## src/rtl/ps2_key_encoder_if.sv

```systemverilog
// Signal bundle between the PS/2 pins, the key encoder and the keyboard decoder.
// The encoder uses the master view; the pin driver / consumer side uses the slave view.
interface ps2_key_encoder_if;
    logic        ps2_clk;
    logic        ps2_data;
    logic [10:0] ps2_key;
    logic        frame_error;
    logic        busy;

    modport master (
        input  ps2_clk,
        input  ps2_data,
        output ps2_key,
        output frame_error,
        output busy
    );

    modport slave (
        output ps2_clk,
        output ps2_data,
        input  ps2_key,
        input  frame_error,
        input  busy
    );
endinterface

```

## src/rtl/ps2_key_encoder.sv

```systemverilog
// PS/2 keyboard receiver: synchronise and deglitch the lines, deserialise frames and
// fold E0/F0/E1 prefixes into the toggle-strobed ps2_key event word.
module ps2_key_encoder #(
    parameter int FILTER_LEN = 8,
    parameter int TIMEOUT    = 32768
) (
    input  logic               clk_sys,
    input  logic               reset_n,
    ps2_key_encoder_if.master  bus
);

    typedef enum logic [1:0] {
        IDLE,
        DATA,
        PARITY,
        STOP
    } state_t;

    localparam logic [7:0] FILT_LAST = 8'(FILTER_LEN - 1);
    localparam int         TMO_W     = $clog2(TIMEOUT + 1);
    localparam logic [TMO_W-1:0] TMO_LAST = TMO_W'(TIMEOUT - 1);

    // Bit 0 carries ps2_clk, bit 1 carries ps2_data.
    logic [1:0] line_raw;
    logic [1:0] sync1;
    logic [1:0] sync2;
    logic [1:0] filt;
    logic [7:0] filt_cnt [2];
    logic       clk_prev;
    logic       fall;
    logic       data_bit;

    state_t           state;
    logic [2:0]       bit_cnt;
    logic [7:0]       shift_reg;
    logic             parity_bit;
    logic [TMO_W-1:0] tmo_cnt;
    logic             ext;
    logic             brk;
    logic [2:0]       skip;
    logic [10:0]      key_q;
    logic             frame_error_q;

    assign line_raw = {bus.ps2_data, bus.ps2_clk};

    // NOTE: the synchroniser and filter reset to 1 so that leaving reset on an idle
    // bus does not look like a falling clock edge.
    always_ff @(posedge clk_sys or negedge reset_n) begin
        if (!reset_n) begin
            sync1       <= 2'b11;
            sync2       <= 2'b11;
            filt        <= 2'b11;
            filt_cnt[0] <= '0;
            filt_cnt[1] <= '0;
            clk_prev    <= 1'b1;
        end else begin
            // NOTE: non-blocking assignments let sync2 see last cycle's sync1, forming
            // a real two-stage chain rather than a single flop.
            sync1    <= line_raw;
            sync2    <= sync1;
            clk_prev <= filt[0];
            for (int i = 0; i < 2; i++) begin
                if (sync2[i] == filt[i]) begin
                    filt_cnt[i] <= '0;
                end else if (filt_cnt[i] == FILT_LAST) begin
                    filt[i]     <= sync2[i];
                    filt_cnt[i] <= '0;
                end else begin
                    filt_cnt[i] <= filt_cnt[i] + 8'd1;
                end
            end
        end
    end

    assign fall     = clk_prev & ~filt[0];
    assign data_bit = filt[1];

    always_ff @(posedge clk_sys or negedge reset_n) begin
        if (!reset_n) begin
            state         <= IDLE;
            bit_cnt       <= '0;
            shift_reg     <= '0;
            parity_bit    <= 1'b0;
            tmo_cnt       <= '0;
            ext           <= 1'b0;
            brk           <= 1'b0;
            skip          <= '0;
            key_q         <= '0;
            frame_error_q <= 1'b0;
        end else begin
            frame_error_q <= 1'b0;

            // The timeout branch is only reachable without a fall event, so it never
            // competes with the frame FSM below.
            if (fall || state == IDLE) begin
                tmo_cnt <= '0;
            end else if (tmo_cnt == TMO_LAST) begin
                tmo_cnt       <= '0;
                state         <= IDLE;
                frame_error_q <= 1'b1;
                ext           <= 1'b0;
                brk           <= 1'b0;
            end else begin
                tmo_cnt <= tmo_cnt + 1'b1;
            end

            if (fall) begin
                case (state)
                    IDLE: begin
                        if (!data_bit) begin
                            state   <= DATA;
                            bit_cnt <= '0;
                        end else begin
                            frame_error_q <= 1'b1;
                        end
                    end
                    DATA: begin
                        shift_reg <= {data_bit, shift_reg[7:1]};
                        bit_cnt   <= bit_cnt + 3'd1;
                        if (bit_cnt == 3'd7) state <= PARITY;
                    end
                    PARITY: begin
                        parity_bit <= data_bit;
                        state      <= STOP;
                    end
                    STOP: begin
                        state <= IDLE;
                        if (data_bit && (^{shift_reg, parity_bit})) begin
                            if (skip != 3'd0) begin
                                skip <= skip - 3'd1;
                            end else begin
                                case (shift_reg)
                                    8'hE1: skip <= 3'd7;
                                    8'hE0: ext  <= 1'b1;
                                    8'hF0: brk  <= 1'b1;
                                    8'h00, 8'hAA, 8'hEE, 8'hFA,
                                    8'hFC, 8'hFD, 8'hFE, 8'hFF: begin
                                        ext <= 1'b0;
                                        brk <= 1'b0;
                                    end
                                    default: begin
                                        key_q <= {~key_q[10], ~brk, ext, shift_reg};
                                        ext   <= 1'b0;
                                        brk   <= 1'b0;
                                    end
                                endcase
                            end
                        end else begin
                            frame_error_q <= 1'b1;
                            ext           <= 1'b0;
                            brk           <= 1'b0;
                        end
                    end
                    default: state <= IDLE;
                endcase
            end
        end
    end

    assign bus.ps2_key     = key_q;
    assign bus.frame_error = frame_error_q;
    assign bus.busy        = (state != IDLE);

endmodule

```

## src/flat_wrapper.sv

```systemverilog
// flat-port wrapper written by rule: the top's interface ports become plain ports
module ps2_key_encoder_flat 
#(
    parameter int FILTER_LEN = 8,
    parameter int TIMEOUT    = 32768
)
  (clk_sys, reset_n, bus_ps2_clk, bus_ps2_data, bus_ps2_key, bus_frame_error, bus_busy);
  ps2_key_encoder_if bus_i ();
  input  logic clk_sys;
  input  logic reset_n;
  input wire logic [$bits(bus_i.ps2_clk)-1:0] bus_ps2_clk;
  input wire logic [$bits(bus_i.ps2_data)-1:0] bus_ps2_data;
  output wire logic [$bits(bus_i.ps2_key)-1:0] bus_ps2_key;
  output wire logic [$bits(bus_i.frame_error)-1:0] bus_frame_error;
  output wire logic [$bits(bus_i.busy)-1:0] bus_busy;
  assign bus_i.ps2_clk = bus_ps2_clk;
  assign bus_i.ps2_data = bus_ps2_data;
  assign bus_ps2_key = bus_i.ps2_key;
  assign bus_frame_error = bus_i.frame_error;
  assign bus_busy = bus_i.busy;
  ps2_key_encoder #(.FILTER_LEN(FILTER_LEN), .TIMEOUT(TIMEOUT)) u_core (.clk_sys(clk_sys), .reset_n(reset_n), .bus(bus_i));
endmodule
```

## config.mk

```make
export PLATFORM = sky130hd
export DESIGN_NAME = ps2_key_encoder_flat
export DESIGN_NICKNAME = d
export VERILOG_FILES = /design/src/rtl/ps2_key_encoder_if.sv /design/src/rtl/ps2_key_encoder.sv /design/src/flat_wrapper.sv
export SDC_FILE = /design/constraint.sdc
export NUM_CORES = 1
export LEC_CHECK = 0
export ABC_AREA = 1
export CAP_MARGIN = 30
export CELL_PAD_IN_SITES_DETAIL_PLACEMENT = 1
export CELL_PAD_IN_SITES_GLOBAL_PLACEMENT = 2
export CORE_ASPECT_RATIO = 1.4
export CORE_MARGIN = 1.5
export CORE_UTILIZATION = 40
export CTS_CLUSTER_DIAMETER = 150
export DETAILED_ROUTE_END_ITERATION = 12
export GPL_TIMING_DRIVEN = 0
export PLACE_DENSITY_LB_ADDON = 0.1
export SYNTH_ARGS = -nofsm -noshare
export SYNTH_HDL_FRONTEND = slang
export SYNTH_SLANG_ARGS = --single-unit
```

## constraint.sdc

```tcl
create_clock -name clk_sys -period 3.9 [get_ports clk_sys]
set_input_delay 1.17 -clock clk_sys [delete_from_list [all_inputs] [get_ports clk_sys]]
set_output_delay 1.17 -clock clk_sys [all_outputs]
set_load 0.005 [all_outputs]
```

After elaboration in Yosys (flattened, before gate mapping)
Cells that the tools add are included.
{"block": "word_totals", "output_inout_bits": 13, "inputBits": 4, "register_bits": 70}
{"block": "classes", "bitwise": 8, "reduce_logical": 19, "n_addsub": 5, "n_mux": 36, "eq_ne": 20}
{"cell": "8-bit == test (second input constant)", "count": 10}
{"cell": "16-bit two-way mux", "count": 2}
{"cell": "8-bit two-way mux", "count": 4}
{"cell": "1-bit two-way mux", "count": 17}
{"cell": "16-bit by 1-bit adder with 16-bit output (second input constant)", "count": 1}
{"cell": "8-bit by 1-bit adder with 8-bit output (second input constant)", "count": 2}
{"cell": "16-bit by 15-bit == test with 1-bit output (second input constant)", "count": 1}
{"cell": "8-bit by 3-bit == test with 1-bit output (second input constant)", "count": 2}
{"cell": "11-bit OR reduction", "count": 1}
{"cell": "2-bit two-way mux", "count": 5}
{"cell": "3-bit two-way mux", "count": 3}
{"cell": "9-bit XOR reduction", "count": 1}
{"cell": "8-bit zero test", "count": 1}
{"cell": "2-bit one-hot mux with 4 select lines", "count": 1}
{"cell": "2-bit AND reduction", "count": 4}
{"cell": "1-bit inverter", "count": 7}
{"cell": "1-bit one-hot mux with 2 select lines", "count": 3}
{"cell": "3-bit one-hot mux with 2 select lines", "count": 1}
{"cell": "2-bit nonzero test", "count": 3}
{"cell": "5-bit AND reduction", "count": 1}
{"cell": "2-bit == test (second input constant)", "count": 2}
{"cell": "4-bit AND reduction", "count": 1}
{"cell": "2-bit OR reduction", "count": 2}
{"cell": "3-bit by 1-bit adder with 3-bit output (second input constant)", "count": 1}
{"cell": "other kinds (11)", "count": 12}

Longest topological paths before layout
{"block": "depth", "ltp_word": 9, "depth_mapped": 13, "ltp_nobuf": 13}

Least setup slack after synthesis
OpenSTA, ideal clock, no wires.
{"block": "synth_path", "path_kind": "register to output", "start": "register u_core.state[0]", "end": "output bus_busy", "stages_incl_launch_ff": 4, "t_arrival_ps": 732, "n_path_buf": 0, "slack_ps": 1998, "cell_sequence": "dfrtp_1 > inv_1 > ha_1 > inv_1"}
{"block": "synth_between", "elab_chain_cells": 1}
{"item": "start: declaration", "line": "ps2_key_encoder.sv:33", "source": "state_t state;"}
{"item": "start signal: assignment", "line": "ps2_key_encoder.sv:80", "source": "state <= IDLE;"}
{"item": "start signal: assignment", "line": "ps2_key_encoder.sv:99", "source": "state <= IDLE;"}
{"item": "start signal: assignment", "line": "ps2_key_encoder.sv:111", "source": "state <= DATA;"}
{"item": "2-bit nonzero test", "line": "ps2_key_encoder.sv:162", "source": "assign bus.busy = (state != IDLE);"}
{"item": "end: declaration", "line": "flat_wrapper.sv:15", "source": "output wire logic [$bits(bus_i.busy)-1:0] bus_busy;"}
No other way between the ends.

Worst setup path in the final report
Same ends and word-level chain as after synthesis.

==> impl_metrics.tcl <==
set metrics [dict create \
    outcome "completed" \
    setup_viol_count_final 0 \
    grt_antenna_before_repair 0 \
    place_area_mm2 0.003817 \
    buffer_ports.inserted 16 \
    cts_max_level 3 \
    netlist_top_cells_area "sky130_fd_sc_hd__dfrtp_1 (45%), sky130_fd_sc_hd__nand2_1 (9.5%), sky130_fd_sc_hd__dfstp_2 (5.3%)" \
    final_max_slew_viol_count 0 \
    detailedPlacementHpwl_mm 5.897 \
    min_delay_worst_endpoint "u_core.sync2[0]$_DFF_PN1_" \
    min_path_type "reg -> reg" \
    routed_via_density 5.079 \
    finish.cell_count_without_fillers 543 \
    critPathRequiredTime_ns 2.73 \
    row_count 40 \
    pre_cts_slack_ns 1.411 \
    max_freq_mhz 352.5 \
    final_area_mm2 0.004094 \
    final_critical_path_setup_slack_ns 1.063 \
    post_cts.resized_instances 0 \
    hold-path-cell-count 0 \
    clk_root_buffer_cell "sky130_fd_sc_hd__clkbuf_16" \
    synth.yosys.seq_area_share 0.5029 \
    p_per_area_mw_per_mm2 486.0 \
    yosysWarningCount 0 \
    die_w_um 82.07 \
    detail-route-antenna-nets 0 \
    tns_ns 0 \
    top_flip_flop_cell_by_instance_count_after_synthesis "sky130_fd_sc_hd__dfrtp_1" \
    synth-edff-count 0 \
    cts_made_buffers 9 \
    final_min_period_over_clock_period 0.7275 \
    gp_routability_congestion 0.7621 \
    die_y_um 113.7 \
    yosysUniqueCellTypes 36 \
    clkTransAtPathRegs_ns 0.06 \
    kind_of_start_point_of_the_critical_path "flip-flop" \
    diodes 0 \
    cts_max_path_buffers 2 \
    synth_top_area_frac 0.4503 \
    cts_tree "built" \
    grt_pass1_vias 2894 \
    detail_route.first_pass.iterations 4 \
    vdd_drop_max_v 0.0002552 \
    cts_sinks 70 \
    timing.rr.start "u_core.clk_prev$_DFF_PN1_" \
    number_of_remaining_drc_errors 0 \
    rsz0062_at_grt "no" \
    wire_length_of_the_first_global_routing_pass_mm 13.34 \
    syn_to_final_growth_pct 16.94 \
    placeable_core_area_mm2 0.008558 \
    timing.critical_path.arrival_ns 1.67 \
    r2r_cells 6 \
    fin_total_pwr_mw 1.990 \
    critPathCaptureType "output pin" \
    timing.final.hold_violations 0 \
    synthesis.area_per_instance_um2 8.644 \
    routed_wire_length_per_instance_um 14.41 \
    drtIter0Drc 97 \
    worst_slew_pin_slew_ns 0.6755 \
    maximum_number_of_pins_on_one_net_before_global_route_repair 48 \
    slew_headroom 0.5480 \
    synth.ff_latch_count 70 \
    fp.dieArea_mm2 0.009330 \
    cts_setup_buffers 0 \
    floorplan.initialDensity 0.4091 \
    power_leakage_nw 1.887 \
    placed_cells_incl_taps 527 \
    maxCapViolations 0 \
    layout-drive-gt1-share 0.1370 \
    postCtsHoldBufs 0 \
    mappedNetlistArea_mm2 0.003501 \
    clock_insertion_delay_worst_skew_ns 0.33 \
    path_max_fanout 4 \
    ys_async_sr_fraction 1.000 \
    r2r_setup_slack_ns 1.81 \
    finish.net_count 449 \
    timing.clock.skew_ns 0.004222 \
    grt_util_all_layers 0.1906 \
    vias 2758 \
    r2r-end "u_core.shift_reg[4]$_DFFE_PN0P_" \
    synth.net_count 421 \
    worstSetupPathType "reg -> out" \
    io-pin-count 17 \
    grt_remaining_overflow 0 \
    syn_inst 405 \
    timing.hold.worst.start "u_core.sync1[0]$_DFF_PN1_" \
    totalWireLength_mm 7.822 \
    min_period_ns 2.837 \
    synth_area_leader_cell "sky130_fd_sc_hd__dfrtp_1" \
]
area by class of cell:
| type | count | area (µm²) |
|---|---|---|
| Tap cell | 105 | 131.4 |
| Timing Repair Buffer | 17 | 185.2 |
| Clock inverter | 5 | 33.78 |
| Clock buffer | 11 | 242.7 |
| Buffer | 4 | 33.78 |
| Sequential cell | 70 | 1760 |
| Inverter | 53 | 198.9 |
| Multi-Input combinational cell | 278 | 1508 |
| Fill cell | 1023 | 4464 |
metrics by stage:
step                      hold slack, ns  utilization
after detailed placement          0.3510       0.4461
after global routing              0.3620       0.4784
after global placement            0.3465       0.4431
after CTS                         0.3588       0.4784
final                             0.3583       0.4784
after floorplan                   0.3452            -
worst max path at each step:
stage	start	to	slack, ns	cells past startpoint
global route	u_core.state[1]$_DFF_PN0_	bus_busy	1.0	4
CTS	u_core.state[0]$_DFF_PN0_	bus_busy	1.04	4
floorplan	u_core.state[0]$_DFF_PN0_	bus_busy	2.00	3
detailed placement	u_core.state[0]$_DFF_PN0_	bus_busy	1.41	4
global placement	reset_n	u_core.bus.ps2_key[10]$_DFFE_PN0P_	-0.87	1
finish	u_core.state[0]$_DFF_PN0_	bus_busy	1.06	4
kinds of logic (layout without fill, tap and decap cells):
kind of cell | count (synthesis) | in the layout | synth area share
xor+xnor | 13 | 13 | 0.03467
fa+ha+maj | 12 | 12 | 0.04289
buf+inv | 57 | 90 | 0.06648
flops | 70 | 70 | 0.5029
compound gates | 56 | 56 | 0.09579
mux | 1 | 1 | 0.003216
simple gates | 196 | 196 | 0.2541
cell usage in the layout (no fill, tap or decap), types with 6 or more instances in the layout:
| master | instances |
|---|---|
| sky130_fd_sc_hd__inv_1 | 48 |
| sky130_fd_sc_hd__nand2_1 | 89 |
| sky130_fd_sc_hd__nor3_1 | 9 |
| sky130_fd_sc_hd__nand4_1 | 6 |
| sky130_fd_sc_hd__nand3_1 | 22 |
| sky130_fd_sc_hd__dfrtp_1 | 63 |
| sky130_fd_sc_hd__clkdlybuf4s50_1 | 15 |
| sky130_fd_sc_hd__o21ai_0 | 20 |
| sky130_fd_sc_hd__nor2_1 | 43 |
| sky130_fd_sc_hd__ha_1 | 12 |
| sky130_fd_sc_hd__dfstp_2 | 7 |
| sky130_fd_sc_hd__xor2_1 | 7 |
| sky130_fd_sc_hd__clkbuf_16 | 9 |
| sky130_fd_sc_hd__a21oi_1 | 16 |
| sky130_fd_sc_hd__o21ai_2 | 9 |
layer usage:
metal  track usage  wire length [µm]  part of all wire
met1        0.2120              3240              0.41
met5             0                 0                 0
met4       0.07571               164             0.021
met2        0.3448              4277              0.55
met3       0.03920               140             0.018
synthesized netlist by cell type (2+ instances only):
library cell,instances
sky130_fd_sc_hd__a21oi_1,16
sky130_fd_sc_hd__a31oi_1,2
sky130_fd_sc_hd__a32o_1,2
sky130_fd_sc_hd__buf_6,2
sky130_fd_sc_hd__dfrtp_1,63
sky130_fd_sc_hd__dfstp_2,7
sky130_fd_sc_hd__ha_1,12
sky130_fd_sc_hd__inv_1,48
sky130_fd_sc_hd__inv_2,5
sky130_fd_sc_hd__nand2_1,89
sky130_fd_sc_hd__nand2_2,5
sky130_fd_sc_hd__nand3_1,22
sky130_fd_sc_hd__nand3_2,3
sky130_fd_sc_hd__nand4_1,6
sky130_fd_sc_hd__nor2_1,43
sky130_fd_sc_hd__nor2_2,3
sky130_fd_sc_hd__nor3_1,9
sky130_fd_sc_hd__nor3b_1,5
sky130_fd_sc_hd__nor4_1,4
sky130_fd_sc_hd__o21ai_0,20
sky130_fd_sc_hd__o21ai_1,4
sky130_fd_sc_hd__o21ai_2,9
sky130_fd_sc_hd__or2_2,3
sky130_fd_sc_hd__xnor2_1,5
sky130_fd_sc_hd__xor2_1,7
power breakdown:
part | leakage, nW | switching [mW] | total, mW | internal [mW]
combinational | 0.813 | 0.242 | 0.368 | 0.126
sequential | 0.942 | 0.0601 | 0.868 | 0.808
clock | 0.132 | 0.306 | 0.753 | 0.447
total | 1.89 | 0.608 | 1.99 | 1.38
critical path, cell delays in order, from the launching register on:
cell	delay, ns
sky130_fd_sc_hd__dfrtp_1	0.40
sky130_fd_sc_hd__inv_1	0.10
sky130_fd_sc_hd__ha_1	0.24
sky130_fd_sc_hd__inv_1	0.10
sky130_fd_sc_hd__clkdlybuf4s50_1	0.50
No activity file was read; power rests on OpenSTA's default activity.
